--- config.mk ---
export PLATFORM = sky130hd
export DESIGN_NAME = btn_sync_debounce
export DESIGN_NICKNAME = d
export VERILOG_FILES = /design/src/rtl/btn_sync_debounce.sv
export SDC_FILE = /design/constraint.sdc
export NUM_CORES = 1
export LEC_CHECK = 0
export CELL_PAD_IN_SITES_DETAIL_PLACEMENT = 0
export CELL_PAD_IN_SITES_GLOBAL_PLACEMENT = 1
export CORE_UTILIZATION = 38
export CTS_BUF_LIST = sky130_fd_sc_hd__clkbuf_8 sky130_fd_sc_hd__clkbuf_16
export CTS_CLUSTER_DIAMETER = 100
export DETAILED_ROUTE_END_ITERATION = 8
export HOLD_SLACK_MARGIN = 0.05
export PLACE_DENSITY_LB_ADDON = 0.15
export SYNTH_ARGS = -nofsm -noshare
export SYNTH_HDL_FRONTEND = slang
export SYNTH_SLANG_ARGS = --single-unit
--- constraint.sdc ---
create_clock -name clk -period 1.6 [get_ports clk]
set_clock_uncertainty 0.2 [all_clocks]
set_input_delay 0.16 -clock clk [delete_from_list [all_inputs] [get_ports clk]]
set_output_delay 0.16 -clock clk [all_outputs]
set_load 0.01 [all_outputs]
--- src/rtl/btn_sync_debounce.sv ---
// -----------------------------------------------------------------------------
// btn_sync_debounce
//
// Multi-channel push-button conditioner. Each channel runs its raw button
// input through a synchroniser chain and a debounce filter, then produces
// one-cycle press (fall) and release (rise) pulses plus the filtered level.
//
// Optional feature: define BTN_AUTOREPEAT_EN to add per-channel auto-repeat.
// While a channel stays pressed, fall_pulse re-fires HOLD_CYCLES cycles after
// the press pulse and then every REPEAT_CYCLES cycles until release.
// Without the macro no hold counters exist and each press gives one pulse.
//
// Ports:
//   clk        in   system clock, rising edge
//   reset      in   asynchronous assert, active-low reset
//   button     in   [CHANNELS] raw asynchronous button inputs
//   level      out  [CHANNELS] debounced, registered button level
//   fall_pulse out  [CHANNELS] one-cycle pulse on accepted high-to-low (press)
//   rise_pulse out  [CHANNELS] one-cycle pulse on accepted low-to-high (release)
//   any_press  out  OR of fall_pulse, same cycle
// -----------------------------------------------------------------------------
module btn_sync_debounce #(
  parameter int CHANNELS        = 4,
  parameter int SYNC_STAGES     = 2,
  parameter int DEBOUNCE_CYCLES = 4,
  parameter bit IDLE_LEVEL      = 1'b1,
  parameter int HOLD_CYCLES     = 16,
  parameter int REPEAT_CYCLES   = 8
) (
  input  logic                clk,
  input  logic                reset,
  input  logic [CHANNELS-1:0] button,
  output logic [CHANNELS-1:0] level,
  output logic [CHANNELS-1:0] fall_pulse,
  output logic [CHANNELS-1:0] rise_pulse,
  output logic                any_press
);

  localparam int                  CW       = $clog2(DEBOUNCE_CYCLES + 1);
  localparam logic [CW-1:0]       CNT_LAST = CW'(DEBOUNCE_CYCLES - 1);
  localparam logic [CHANNELS-1:0] IDLE_VEC = {CHANNELS{IDLE_LEVEL}};

  if (CHANNELS < 1 || SYNC_STAGES < 2 || DEBOUNCE_CYCLES < 1 ||
      HOLD_CYCLES < 1 || REPEAT_CYCLES < 1) begin : g_bad_params
    $error("btn_sync_debounce: illegal parameter value");
  end

  // Synchroniser chain: stage 0 samples the raw pins, the last stage is the
  // metastability-resolved value fed to the debounce filter.
  logic [CHANNELS-1:0] sync_q [SYNC_STAGES];
  logic [CHANNELS-1:0] s;

  logic [CW-1:0]       cnt_q [CHANNELS];
  logic [CW-1:0]       cnt_d [CHANNELS];
  logic [CHANNELS-1:0] level_d;
  logic [CHANNELS-1:0] fall_d;
  logic [CHANNELS-1:0] rise_d;

  assign s = sync_q[SYNC_STAGES-1];

`ifdef BTN_AUTOREPEAT_EN
  localparam int            HW        = $clog2(((HOLD_CYCLES > REPEAT_CYCLES) ?
                                                HOLD_CYCLES : REPEAT_CYCLES) + 1);
  localparam logic [HW-1:0] HOLD_LAST = HW'(HOLD_CYCLES - 1);
  localparam logic [HW-1:0] REP_LAST  = HW'(REPEAT_CYCLES - 1);

  // hold_q counts pressed cycles since the last press or repeat pulse;
  // rep_q selects the repeat period once the initial hold has expired.
  logic [HW-1:0]       hold_q [CHANNELS];
  logic [HW-1:0]       hold_d [CHANNELS];
  logic [CHANNELS-1:0] rep_q;
  logic [CHANNELS-1:0] rep_d;
`endif

  // NOTE: every signal written here gets a default before any branch, so no
  // path leaves a value unassigned and no latch is inferred.
  always_comb begin
    level_d = level;
    fall_d  = '0;
    rise_d  = '0;
    for (int c = 0; c < CHANNELS; c++) begin
      cnt_d[c] = '0;
      // A mismatch must persist for DEBOUNCE_CYCLES consecutive cycles; any
      // return to the current level falls through with the counter cleared.
      if (s[c] != level[c]) begin
        if (cnt_q[c] == CNT_LAST) begin
          level_d[c] = s[c];
          fall_d[c]  = ~s[c];
          rise_d[c]  = s[c];
        end else begin
          cnt_d[c] = cnt_q[c] + 1'b1;
        end
      end
    end
`ifdef BTN_AUTOREPEAT_EN
    for (int c = 0; c < CHANNELS; c++) begin
      hold_d[c] = '0;
      rep_d[c]  = 1'b0;
      // Count only while pressed and not releasing this cycle, so the release
      // cycle never carries a repeat and the counter clears at once.
      if (level[c] != IDLE_LEVEL && level_d[c] == level[c]) begin
        if (hold_q[c] == (rep_q[c] ? REP_LAST : HOLD_LAST)) begin
          fall_d[c] = 1'b1;
          rep_d[c]  = 1'b1;
        end else begin
          hold_d[c] = hold_q[c] + 1'b1;
          rep_d[c]  = rep_q[c];
        end
      end
    end
`endif
  end

  // NOTE: state updates use non-blocking assignments so every flop samples
  // the pre-edge values, which is what makes the sync chain a real shift chain.
  always_ff @(posedge clk or negedge reset) begin
    if (!reset) begin
      // NOTE: the per-channel counter arrays are ordinary flops, not memory,
      // so they are reset explicitly to drop any in-progress count.
      for (int i = 0; i < SYNC_STAGES; i++) sync_q[i] <= IDLE_VEC;
      for (int c = 0; c < CHANNELS; c++) cnt_q[c] <= '0;
      level      <= IDLE_VEC;
      fall_pulse <= '0;
      rise_pulse <= '0;
      any_press  <= 1'b0;
    end else begin
      sync_q[0] <= button;
      for (int i = 1; i < SYNC_STAGES; i++) sync_q[i] <= sync_q[i-1];
      for (int c = 0; c < CHANNELS; c++) cnt_q[c] <= cnt_d[c];
      level      <= level_d;
      fall_pulse <= fall_d;
      rise_pulse <= rise_d;
      any_press  <= |fall_d;
    end
  end

`ifdef BTN_AUTOREPEAT_EN
  always_ff @(posedge clk or negedge reset) begin
    if (!reset) begin
      for (int c = 0; c < CHANNELS; c++) hold_q[c] <= '0;
      rep_q <= '0;
    end else begin
      for (int c = 0; c < CHANNELS; c++) hold_q[c] <= hold_d[c];
      rep_q <= rep_d;
    end
  end
`endif

endmodule

==> metrics <==
top-area cell type share of the netlist area 0.451; Max Cap Viol 0; CP Launch Point cnt_q[0]; EDFF count, synth 0; clk sinks 33; CTS Buf Count 5; critical path class reg -> reg; crit path capture any_press; XOR/XNOR Fraction of Synth Area 0.0301; type of the most critical hold path in -> reg; sequential fraction of the synthesis area 0.722; Crit. End Element register; # setup viols final 0; critical path fanouts, max 2; Final Hold Viols 0; Die X between 50 and 60 um; grt ovf 0; cell taking the most area after synthesis dfrtp_1; worst-skew pair later-pin latency ~0.28 ns; Vias/cell ~4.8; Max Freq between 0.6 and 0.7 GHz; crit path buf inv count 0; CP startpoint kind register; prevailing post-synth register cell dfrtp_1; Mean Syn Cell Area 16.6 sq um; RSZ-0062 raised after global routing yes; Slew @ Worst Pin roughly 0.37 ns; largest family of logic cells by synthesized area simple AND/OR/NAND/NOR gates; Async SR Flop Fraction 1.00; outcome finished with violations; Total Wirelength 1.68 mm; worst vdd rail ir drop between 0.6 and 0.7 mV; first-pass GRT wire length 3.03 mm; Starting Density 0.412; worst r2r dst any_press; vias in the first global route 694; gr usage total 0.132; CTS tree built; clk slew on worst S/H paths 0.06 ns; Placement Rows 19; CP max stage delay 0.49 ns; YS warnings 0; die height 57.4 um; fin nets 113; RePlAce Congestion 0.737; Register-to-Register Path Depth 3; share of layout cells above drive strength 1 0.317; Area growth syn-to-layout 32.3%; leading cell types by count after synthesis dfrtp_1, dfstp_2, nor3b_1; Critical Path Stages 3; DP HPWL 1.14 mm; Leak a little over 0.7 nW; family with the most delay on the worst path simple AND/OR/NAND/NOR gates; ANT cells 0; I/O pin count 19; max-slew violation count 0; crit path cell chain ha_2, and4bb_2, or4_1; Adder-Cell Fraction of Synth Area 0.0430; worst-case clock buffer depth 2; post-synthesis mux area share 0.0387; Finished Layout Cells 135; slowest cell on the critical path or4_1; R2R setup slack 0.006 ns; Tcrit/Tclk final 0.996; PwrDens 1460 nW/um^2; Final ANT Viol Nets 0; most frequent cell after synthesis dfrtp_1; Synth Area in Compound Gates 0; Root Driver clkbuf_8; htree depth 2; largest net degree at the start of global routing 34; Slew HR 0.748; Synth Net Count 80; Cells after Synth 70; via count 646; Iter 0 DRT Violations 12; Req. time, crit path 1.55 ns; fin crit period between 1.5 and 2 ns; core area 2830 sq um; Post-Syn Area between 1000 and 1500 sq um; post-synthesis simple-gate area fraction 0.166; wire length per cell between 10 and 15 um; R2R Path Start cnt_q[0]; #FFs+latches synth 33; Distinct cells, synth 14; Min-Delay Startpoint button[1]; Area contributors post-synth dfrtp_1, dfstp_2, nor3b_1, ha_1, mux2_2; initial antenna violation count 0; Die Area 3290 sq um; drt drc 1; failing checks DRC; hold_ws 0.0851 ns; crit path DAT ~1.6 ns; number of port buffers 18; placed insts 124; TritonRoute pass-1 iters 6
[how the worst min path moves through the flow]
stage,endpoint,slack (ns),depth (start not counted)
finish,sync_q[5],0.09,1
global route,sync_q[4],0.08,1
CTS,sync_q[5],0.07,1
detailed placement,s[1],0.15,0
global placement,s[1],0.15,0
floorplan,any_press,-0.34,0
[logic make-up (layout without fill, tap and decap cells)]
group,count (synthesis),in the layout
muxes,4,4
adders and majority gates,4,4
buffers and inverters,0,34
xor gates and xnor gates,4,4
and+or+nand+nor,25,25
DFF,33,33
[layout make-up]
type | count | area [sq um]
Sequential cell | 33 | 841
Timing Repair Buffer | 26 | 250
Tap cell | 31 | 38.8
Fill cell | 253 | 1290
Clock buffer | 5 | 68.8
Multi-Input combinational cell | 37 | 332
Clock inverter | 3 | 11.3
[where the power goes]
group	internal, W	total (W)	switching (W)
clock network	0.000289	0.000555	0.000266
registers	0.00104	0.00115	0.000112
logic	0.000319	0.000539	0.000221
[placed cells by master, fill, tap and decap left out, types with 4 or more instances in the layout]
| master | instances |
|---|---|
| dfrtp_1 | 21 |
| clkdlybuf4s50_1 | 14 |
| dfstp_2 | 12 |
| nor3b_1 | 8 |
| buf_4 | 6 |
| clkbuf_8 | 5 |
| xnor2_1 | 4 |
| nor3_1 | 4 |
| mux2_2 | 4 |
| dlygate4sd2_1 | 4 |
[metal layers]
metal  track usage  vias up  routed length [um]
li1              -      312                   -
met1         0.146      312                 738
met2         0.199       16                 805
met3        0.0748        6                  94
met4        0.0732        0                  44
met5             0        -                   0
[metrics by stage]
stage          setup slack, ns  instance area (sq um)  utilization  power, W   TNS, ns
3_5_place_dp           -0.0382                   1430        0.507   0.00173   -0.0382
5_1_grt                -0.0354                   1540        0.545   0.00242   -0.0354
2_1_floorplan          0.00185                   1160            -   0.00147         0
4_1_cts               -0.00267                   1540        0.544   0.00230  -0.00267
3_3_place_gp          -0.00600                   1430        0.507   0.00171  -0.00600
6_report               0.00597                   1540        0.545   0.00225         0
[state kept, by name, summed over array words and instances, names as in the netlist]
| register | flops |
|---|---|
| any_press | 1 |
| cnt_q | 12 |
| rise_pulse | 4 |
| level | 4 |
| sync_q | 4 |
| fall_pulse | 4 |
| s | 4 |
[timing repair]
item                       4_1_cts  5_1_grt
hold endpoints to repair        18        0
setup endpoints to repair        5        2
gates cloned                     0        0
buffers inserted                 2        0
hold buffers                     1        0
gates resized for setup          6        1
pin swaps                        1        0
No activity file was read; power rests on OpenSTA's default activity.
